--- config.mk ---
export PLATFORM = sky130hd
export DESIGN_NAME = alu_inst_enc
export DESIGN_NICKNAME = d
export VERILOG_FILES = /design/src/rtl/alu_inst_enc_pkg.sv /design/src/rtl/alu_inst_enc_comb.sv /design/src/rtl/alu_inst_enc.sv
export SDC_FILE = /design/constraint.sdc
export NUM_CORES = 1
export LEC_CHECK = 0
export ABC_AREA = 1
export BUFFER_PORTS_ARGS = -buffer_cell sky130_fd_sc_hd__buf_2
export CAP_MARGIN = 10
export CORE_MARGIN = 5
export CORE_UTILIZATION = 55
export DETAILED_ROUTE_END_ITERATION = 12
export GPL_ROUTABILITY_DRIVEN = 0
export MAX_ROUTING_LAYER = met4
export PLACE_DENSITY_LB_ADDON = 0.2
export SYNTH_ARGS = -nofsm -noshare
export SYNTH_HDL_FRONTEND = slang
export SYNTH_HIERARCHICAL = 1
export SYNTH_SLANG_ARGS = --single-unit
--- constraint.sdc ---
create_clock -name clk -period 3.3 [get_ports clk]
set_input_delay 0.66 -clock clk [delete_from_list [all_inputs] [get_ports clk]]
set_output_delay 0.66 -clock clk [all_outputs]
set_load 0.02 [all_outputs]
--- src/rtl/alu_inst_enc_pkg.sv ---
// Shared encodings for the ALU-request-to-MIPS-instruction encoder:
// ALUop codes, opcode/funct values, instruction field positions and field packers.
package alu_inst_enc_pkg;

    typedef enum logic [3:0] {
        ALU_ADDU = 4'h0,
        ALU_SUBU = 4'h1,
        ALU_AND  = 4'h2,
        ALU_OR   = 4'h3,
        ALU_XOR  = 4'h4,
        ALU_NOR  = 4'h5,
        ALU_SLT  = 4'h6,
        ALU_SLTU = 4'h7,
        ALU_SLL  = 4'h8,
        ALU_SRL  = 4'h9,
        ALU_SRA  = 4'hA,
        ALU_LUI  = 4'hB,
        ALU_SLTI = 4'hC,
        ALU_XXX  = 4'hF
    } alu_op_e;

    localparam logic [5:0] OP_RTYPE = 6'h00;
    localparam logic [5:0] OP_ADDIU = 6'h09;
    localparam logic [5:0] OP_SLTI  = 6'h0A;
    localparam logic [5:0] OP_SLTIU = 6'h0B;
    localparam logic [5:0] OP_ANDI  = 6'h0C;
    localparam logic [5:0] OP_ORI   = 6'h0D;
    localparam logic [5:0] OP_XORI  = 6'h0E;
    localparam logic [5:0] OP_LUI   = 6'h0F;

    localparam logic [5:0] FN_SLL  = 6'h00;
    localparam logic [5:0] FN_SRL  = 6'h02;
    localparam logic [5:0] FN_SRA  = 6'h03;
    localparam logic [5:0] FN_SLLV = 6'h04;
    localparam logic [5:0] FN_SRLV = 6'h06;
    localparam logic [5:0] FN_SRAV = 6'h07;
    localparam logic [5:0] FN_ADDU = 6'h21;
    localparam logic [5:0] FN_SUBU = 6'h23;
    localparam logic [5:0] FN_AND  = 6'h24;
    localparam logic [5:0] FN_OR   = 6'h25;
    localparam logic [5:0] FN_XOR  = 6'h26;
    localparam logic [5:0] FN_NOR  = 6'h27;
    localparam logic [5:0] FN_SLT  = 6'h2A;
    localparam logic [5:0] FN_SLTU = 6'h2B;

    localparam int OP_HI    = 31;
    localparam int OP_LO    = 26;
    localparam int RS_HI    = 25;
    localparam int RS_LO    = 21;
    localparam int RT_HI    = 20;
    localparam int RT_LO    = 16;
    localparam int RD_HI    = 15;
    localparam int RD_LO    = 11;
    localparam int SHAMT_HI = 10;
    localparam int SHAMT_LO = 6;
    localparam int FUNCT_HI = 5;
    localparam int FUNCT_LO = 0;
    localparam int IMM_HI   = 15;
    localparam int IMM_LO   = 0;

    function automatic logic [31:0] enc_r(input logic [4:0] rs, input logic [4:0] rt,
                                          input logic [4:0] rd, input logic [4:0] shamt,
                                          input logic [5:0] funct);
        logic [31:0] w;
        w                     = '0;
        w[OP_HI:OP_LO]        = OP_RTYPE;
        w[RS_HI:RS_LO]        = rs;
        w[RT_HI:RT_LO]        = rt;
        w[RD_HI:RD_LO]        = rd;
        w[SHAMT_HI:SHAMT_LO]  = shamt;
        w[FUNCT_HI:FUNCT_LO]  = funct;
        return w;
    endfunction

    function automatic logic [31:0] enc_i(input logic [5:0] op, input logic [4:0] rs,
                                          input logic [4:0] rt, input logic [15:0] imm);
        logic [31:0] w;
        w                 = '0;
        w[OP_HI:OP_LO]    = op;
        w[RS_HI:RS_LO]    = rs;
        w[RT_HI:RT_LO]    = rt;
        w[IMM_HI:IMM_LO]  = imm;
        return w;
    endfunction

endpackage

--- src/rtl/alu_inst_enc_comb.sv ---
// Purely combinational encoder: ALU request fields -> {legal, 32-bit MIPS word}.
module alu_inst_enc_comb
    import alu_inst_enc_pkg::*;
(
    input  logic [3:0]  alu_op,
    input  logic        use_imm,
    input  logic [4:0]  rs,
    input  logic [4:0]  rt,
    input  logic [4:0]  rd,
    input  logic [15:0] imm,
    output logic        legal,
    output logic [31:0] word
);

    always_comb begin
        legal = 1'b1;
        word  = '0;
        case (alu_op)
            ALU_ADDU: word = use_imm ? enc_i(OP_ADDIU, rs, rd, imm) : enc_r(rs, rt, rd, 5'd0, FN_ADDU);
            ALU_SUBU: if (use_imm) legal = 1'b0; else word = enc_r(rs, rt, rd, 5'd0, FN_SUBU);
            ALU_AND:  word = use_imm ? enc_i(OP_ANDI, rs, rd, imm)  : enc_r(rs, rt, rd, 5'd0, FN_AND);
            ALU_OR:   word = use_imm ? enc_i(OP_ORI, rs, rd, imm)   : enc_r(rs, rt, rd, 5'd0, FN_OR);
            ALU_XOR:  word = use_imm ? enc_i(OP_XORI, rs, rd, imm)  : enc_r(rs, rt, rd, 5'd0, FN_XOR);
            ALU_NOR:  if (use_imm) legal = 1'b0; else word = enc_r(rs, rt, rd, 5'd0, FN_NOR);
            ALU_SLT:  word = use_imm ? enc_i(OP_SLTI, rs, rd, imm)  : enc_r(rs, rt, rd, 5'd0, FN_SLT);
            ALU_SLTU: word = use_imm ? enc_i(OP_SLTIU, rs, rd, imm) : enc_r(rs, rt, rd, 5'd0, FN_SLTU);
            // immediate shifts take shamt from imm[4:0]; variable shifts take the amount from rs
            ALU_SLL:  word = use_imm ? enc_r(5'd0, rt, rd, imm[4:0], FN_SLL) : enc_r(rs, rt, rd, 5'd0, FN_SLLV);
            ALU_SRL:  word = use_imm ? enc_r(5'd0, rt, rd, imm[4:0], FN_SRL) : enc_r(rs, rt, rd, 5'd0, FN_SRLV);
            ALU_SRA:  word = use_imm ? enc_r(5'd0, rt, rd, imm[4:0], FN_SRA) : enc_r(rs, rt, rd, 5'd0, FN_SRAV);
            ALU_LUI:  if (use_imm) word = enc_i(OP_LUI, 5'd0, rd, imm); else legal = 1'b0;
            ALU_SLTI: if (use_imm) word = enc_i(OP_SLTI, rs, rd, imm); else legal = 1'b0;
            default:  legal = 1'b0;
        endcase
    end

endmodule

--- src/rtl/alu_inst_enc.sv ---
// ALU request encoder with a first-word-fall-through output FIFO and a
// saturating counter of dropped (unencodable) requests.
module alu_inst_enc
    import alu_inst_enc_pkg::*;
#(
    parameter int DEPTH = 4,
    parameter int CNT_W = 8
) (
    input  logic                     clk,
    input  logic                     rst,
    input  logic                     req_valid,
    output logic                     req_ready,
    input  logic [3:0]               req_alu_op,
    input  logic                     req_use_imm,
    input  logic [4:0]               req_rs,
    input  logic [4:0]               req_rt,
    input  logic [4:0]               req_rd,
    input  logic [15:0]              req_imm,
    output logic                     inst_valid,
    input  logic                     inst_ready,
    output logic [31:0]              inst,
    output logic [$clog2(DEPTH):0]   count,
    output logic                     err,
    output logic [CNT_W-1:0]         err_cnt
);

    localparam int AW = $clog2(DEPTH);

    logic [31:0]   mem [DEPTH];
    logic [AW-1:0] wr_ptr;
    logic [AW-1:0] rd_ptr;
    logic          legal;
    logic [31:0]   word;
    logic          accept;
    logic          push;
    logic          pop;
    logic          drop;

    alu_inst_enc_comb u_comb (
        .alu_op  (req_alu_op),
        .use_imm (req_use_imm),
        .rs      (req_rs),
        .rt      (req_rt),
        .rd      (req_rd),
        .imm     (req_imm),
        .legal   (legal),
        .word    (word)
    );

    // readiness depends only on occupancy, so a full FIFO never accepts even while popping
    assign req_ready  = (count != (AW+1)'(DEPTH));
    assign inst_valid = (count != '0);
    assign inst       = inst_valid ? mem[rd_ptr] : '0;
    assign accept     = req_valid & req_ready;
    assign push       = accept & legal;
    assign drop       = accept & ~legal;
    assign pop        = inst_valid & inst_ready;

    always_ff @(posedge clk) begin
        if (push) mem[wr_ptr] <= word;
    end

    always_ff @(posedge clk or posedge rst) begin
        if (rst) begin
            wr_ptr <= '0;
            rd_ptr <= '0;
            count  <= '0;
        end else begin
            if (push) wr_ptr <= wr_ptr + AW'(1);
            if (pop)  rd_ptr <= rd_ptr + AW'(1);
            case ({push, pop})
                2'b10:   count <= count + (AW+1)'(1);
                2'b01:   count <= count - (AW+1)'(1);
                default: count <= count;
            endcase
        end
    end

    always_ff @(posedge clk or posedge rst) begin
        if (rst) begin
            err     <= 1'b0;
            err_cnt <= '0;
        end else begin
            err <= drop;
            if (drop && err_cnt != '1) err_cnt <= err_cnt + CNT_W'(1);
        end
    end

endmodule

**Word-level counts from Yosys, hierarchy flattened**

Memory sizes are Yosys's and may differ from the RTL's.
Cells that the tools add are included.

- Bitwise gates (word level): 5
- Reductions and logical operators: 7
- Eq/ne operators: 16
- $add $sub $neg: 5
- Multiplexer cells: 21

Operators by type and width:

| operator | count |
|---|---|
| $pmux W32 S13 | 1 |
| $mux W30 | 8 |
| $mux W26 | 5 |
| $mux W32 | 1 |
| $eq A4 B4 Y1 const B | 5 |
| $eq A4 B3 Y1 const B | 4 |
| $reduce_or A9 Y1 | 1 |
| $add A8 B1 Y8 const B | 1 |
| $eq A4 B2 Y1 const B | 2 |
| $ne A8 B8 Y1 const B | 1 |
| $pmux W3 S2 | 1 |
| $add A2 B1 Y2 const B | 2 |
| $and A1 B1 Y1 | 4 |
| $eq A4 B1 Y1 const B | 1 |
| $logic_not A4 Y1 | 1 |
| $mux W1 | 4 |
| $reduce_or A2 Y1 | 2 |
| $add A3 B1 Y3 const B | 1 |
| $ne A3 B3 Y1 const B | 1 |
| $pmux W1 S3 | 1 |
| $reduce_bool A3 Y1 | 1 |
| $sub A3 B1 Y3 const B | 1 |
| $eq A2 B1 Y1 const B | 1 |
| $eq A2 B2 Y1 const B | 1 |
| 3 further kinds | 3 |

- Logic and storage cells: 60
- Bits of input ports: 40
- Bits in registers: 16
- Output and inout bits: 46
- Bits in writable memories: 128
- Memories: 1

Memory list:

| name | depth | width | rd ports | clocked after Yosys merged registers in | wr ports | RTL line | text |
|---|---|---|---|---|---|---|---|
| mem | 4 | 32 | 1 | 0 | 1 | alu_inst_enc.sv:29 | `logic [31:0] mem [DEPTH];` |

**Longest topological paths before layout**

- Depth after elaboration: 6
- Gate-level depth with buffers: 14
- Depth with buffers taken out: 13

**Cells and area by module**

The synthesis kept the hierarchy.

Modules (own cells, without submodules):

| module | cells an instance | area an instance (um^2) | instances | seq. area each (um^2) |
|---|---|---|---|---|
| alu_inst_enc | 508 | 5908.2 | 1 | 4244.1 |
| alu_inst_enc_comb | 299 | 1350.0 | 1 | 0.0 |

**Worst setup path after synthesis**

No wires, ideal clock.

- Path type: input to register
- Start point: in req_use_imm
- End point: mem mem[0][0], enable pin
- Buffers on the path: 2
- Data arrival time: 2.908 ns
- Cell stages on the path: 7
- Library setup time: 0.421 ns
- Setup slack: -0.029 ns
- Data required time: 2.879 ns
- Cells stage by stage: buf_4 buf_2 nor3_1 nor2_1 nand4_1 nand3_2 nor2_1

- Longest elaborated chain between the ends: 5
- Elaborated cells between the ends (all ways): 6
- Those cells by class: mux: 5; bitwise: 1

Ends and longest elaborated chain:

| element | RTL line | text |
|---|---|---|
| from (decl) | alu_inst_enc.sv:14 | `input logic req_use_imm,` |
| $mux W1, on equally long branches | -- |  |
| $pmux W1 S3 (*) | alu_inst_enc_comb.sv:18 | `case (alu_op)` |
| named net legal | alu_inst_enc.sv:32 | `logic legal;` |
| $and A1 B1 Y1 (*) | alu_inst_enc.sv:55 | `assign push = accept & legal;` |
| $mux W1 (*) | alu_inst_enc.sv:60 | `if (push) mem[wr_ptr] <= word;` |
| $mux W1 (implied by the code) (*) | alu_inst_enc.sv:60 |  |
| to (decl) | alu_inst_enc.sv:29 |  |

The timed path passes the listed nets; every way through them passes the cells marked *.

**Final worst setup path**

- Start point: reg rd_ptr[1]
- End point: out inst[28]

- Longest elaborated chain between the ends: 2

Ends and longest elaborated chain:

| element | RTL line | text |
|---|---|---|
| from (decl) | alu_inst_enc.sv:31 | `logic [AW-1:0] rd_ptr;` |
| from (signal assigned) | alu_inst_enc.sv:70 | `if (pop) rd_ptr <= rd_ptr + AW'(1);` |
| $mem_v2 Z4 W32 | -- |  |
| $mux W32 | alu_inst_enc.sv:53 | `assign inst = inst_valid ? mem[rd_ptr] : '0;` |
| to (decl) | alu_inst_enc.sv:21 | `output logic [31:0] inst,` |

No other way between the ends.

==> results.tsv <==
stage	metric	value	unit
run_status	status	completed	
synthesis	synth-simple-area-share	23.7	%
power	switching_power	2770	uW
detailed_routing	final_antenna_net_count	0	
timing	tightest_slew	0.697	ns
cts	htree_levels	4	
synthesis	postSynthAreaPerCell	8.99	um2
timing	finalMaxSlewViolations	0	
worst_hold_path	hp-class	input pin to asynchronous set/reset pin	
detailed_routing	dr.pass1.iters	5	
cts	cts_buffers	17	
floorplanning	die_h	125	um
timing	rsz0062_at_grt	false	
cts	post_cts_buffers	0	
place	dp_hpwl	11300	um
synthesis	synth_warnings	6	
synthesis	synth-seq-cells	144	
timing	setup-tns-final	0	ns
timing	fmax	343	MHz
job	cap_violations	0	
global_routing	antenna_found_initial	0	
global_routing	grt_pass1_wl	28400	um
place	placed_cell_area	7850	um2
critical_path	cp_cell_sequence	inv_2 -> nor2_1 -> o21ai_1 -> a21oi_1 -> buf_2	
place	io_buffer_count	85	
place	place_inst	1048	
cts	clock_latency	0.41	ns
finish	fill_cells	1077	
finish	drive_gt1_share	17.7	%
critical_path	start_kind	register	
timing	maxSlewHeadroom	53.5	%
finish	nNetsFinal	938	
synthesis	synth_cell_type_count	33	
synthesis	yosysSeqAreaShare	58.5	%
finish	area_growth	16.0	%
cts	cts_hold_buf	0	
cts	cts_resized	0	
power	max-vdd-ir-drop	0.371	mV
global_routing	grt.total_usage	23.3	%
critical_path	crit_fanout	33	
floorplanning	start_util	55.5	%
cts	cts_buffer_depth	2	
timing	timing.hold.ws	0.335	ns
power	power.switching_fraction	39.9	%
timing	skew	0.00760	ns
synthesis	synth_adder_area_share	1.31	%
timing	setup_viol	0	
synthesis	async_reset_ff_share	11.1	%
finish	final_cells	1080	
critical_path	end_kind	primary output	
critical_path	cp_top_family	flip-flops	
floorplanning	core-area	13100	um2
global_routing	globalRouteOverflowTotal	0	
power	internal_power	4170	uW
detailed_routing	drt_first_iter_violations	460	
global_routing	grt_max_degree	66	
detailed_routing	vias_per_cell	5.36	
critical_path	worstPathArrival	2.26	ns
floorplanning	dieArea	15600	um2
synthesis	synth_compound_area_share	9.50	%
timing	hold_violations	0	
floorplanning	ios	86	
synthesis	synth-edff-count	128	
synthesis	postSynthCellCount	807	
critical_path	critPathBufInv	2	
power	leakage	0.00359	uW
detailed_routing	wl_per_cell	15.8	um
power	pwr-share-comb	39.0	%
critical_path	crit_required	2.64	ns
critical_path	cpPeakStageDelay	0.64	ns
finish	fin_area	8420	um2
cts	clk_pin_slew	0.06	ns
cts	cts_tree	built	
synthesis	synth_xor_area_share	0.483	%
synthesis	synth_area	7260	um2
timing	fin_crit_sh	88.5	%
cts	cts.sinks	144	
finish	antennaDiodeCount	0	
detailed_routing	vias	5794	
detailed_routing	wl	17000	um
cts	cts-root-buf	clkbuf_16	
critical_path	critical_path_class	register to primary output	
global_routing	grt_pass1_vias	5644	
power	power.density	824	nW/um2
timing	period_needed	2.92	ns
power	clock_power_share	26.2	%
floorplanning	rows	42	
critical_path	critPathSlowestCell	dfrtp_1	
synthesis	synth_top_family_by_area	simple AND/OR/NAND/NOR gates	
floorplanning	die_x	125	um
power	seq_power_share	34.7	%
detailed_routing	drc_errors	0	
synthesis	synth_ff_type	edfxtp_1	
finish	fin_util	64.3	%
synthesis	synthMuxAreaShare	0	%
## Yosys cell counts (all sizes together), types with 2 or more instances
master | instances | area, um2
o21bai | 4 | 30.0
nand2 | 158 | 628
nand3 | 57 | 295
o21ai | 87 | 435
clkbuf | 10 | 41.3
buf | 27 | 178
nor2 | 185 | 717
a21oi | 41 | 216
nor3 | 6 | 30.0
inv | 68 | 255
dfrtp | 16 | 400
xor2 | 3 | 26.3
or2 | 3 | 18.8
nand3b | 2 | 15.0
edfxtp | 128 | 3840
ha | 6 | 75.1
## cells in the final DEF, fill, tap and decap left out, drive strengths merged
master,n
nor2,185
nand2,158
edfxtp,128
buf,101
o21ai,87
inv,77
nand3,57
a21oi,41
clkbuf,17
dfrtp,16
ha,6
nor3,6
o21bai,4
clkinvlp,4
xor2,3
or2,3
nand3b,2
conb,2
xnor2,1
fa,1
bufinv,1
clkinv,1
and2,1
o211ai,1
nand4,1
## cell type report
cell class | count | area [um2] | area share [%]
multi-input combinational | 559 | 2550 | 30.3
clock inverter | 15 | 146 | 1.74
inverter | 68 | 255 | 3.03
sequential | 144 | 4250 | 50.4
clock buffer | 17 | 425 | 5.05
timing repair buffer | 101 | 571 | 6.78
tap | 176 | 220 | 2.62
## kinds of logic after synthesis
| family | count (synthesis) |
|---|---|
| other cells | 1 |
| compound gates | 133 |
| xor+xnor | 4 |
| flops | 144 |
| buf+inv | 105 |
| fa+ha+maj | 7 |
| simple gates | 413 |
## per-stage QoR
| step | power (uW) | setup slack (ns) |
|---|---|---|
| 2_1_floorplan | 4320 | -0.0291 |
| 4_1_cts | 7000 | 0.383 |
| 5_1_grt | 7380 | 0.185 |
| 3_5_place_dp | 5170 | 0.341 |
| 3_3_place_gp | 5120 | 0.415 |
| 6_report | 6940 | 0.381 |
## state kept, by name (all words and copies together), names as in the netlist
register	cells
err	1
count	3
wr_ptr	2
err_cnt	8
mem	128
rd_ptr	2
## worst paths after layout
kind,endpoint,slack (ns),start,cells past startpoint
max,inst[28],0.38,rd_ptr[1]$_DFFE_PP0P_,5
min,err_cnt[4]$_DFFE_PP0P_,0.34,rst,2
max reg2reg,count[2]$_DFFE_PP0P_,1.23,count[0]$_DFFE_PP0P_,9
min reg2reg,err_cnt[4]$_DFFE_PP0P_,0.55,err_cnt[4]$_DFFE_PP0P_,2
max in group asynchronous,rd_ptr[0]$_DFFE_PP0P_,2.49,rst,2
min in group clk,err_cnt[4]$_DFFE_PP0P_,0.55,err_cnt[4]$_DFFE_PP0P_,2
## layer usage
layer	wire, um	up-vias	part of all wire (%)	global-route usage, %
met5	0	-	0	-
li1	-	2846	-	-
met4	299	0	1.8	6.25
met3	1180	33	6.9	6.09
met2	8200	211	48	37.1
met1	7330	2704	43	29.9
## power groups by stage
stage | clock [uW] | combinational, uW | sequential, uW
floorplan | 0 | 1860 | 2460
CTS | 1850 | 2740 | 2410
global placement | 0 | 2680 | 2430
detailed placement | 0 | 2730 | 2440
global route | 1940 | 3000 | 2440
finish | 1820 | 2710 | 2410
## worst register-to-register path, delay by kind of cell (launching register included)
| family | cells | cell delay (ns) |
|---|---|---|
| XOR/XNOR | 1 | 0.15 |
| adder cells (fa/ha/maj) | 2 | 0.55 |
| AND/OR/NAND/NOR | 3 | 0.53 |
| AO/OA/AOI/OAI | 2 | 0.25 |
| flip-flops | 1 | 0.42 |
| buffers and inverters | 1 | 0.07 |
Power figures use the tool's default switching activity.
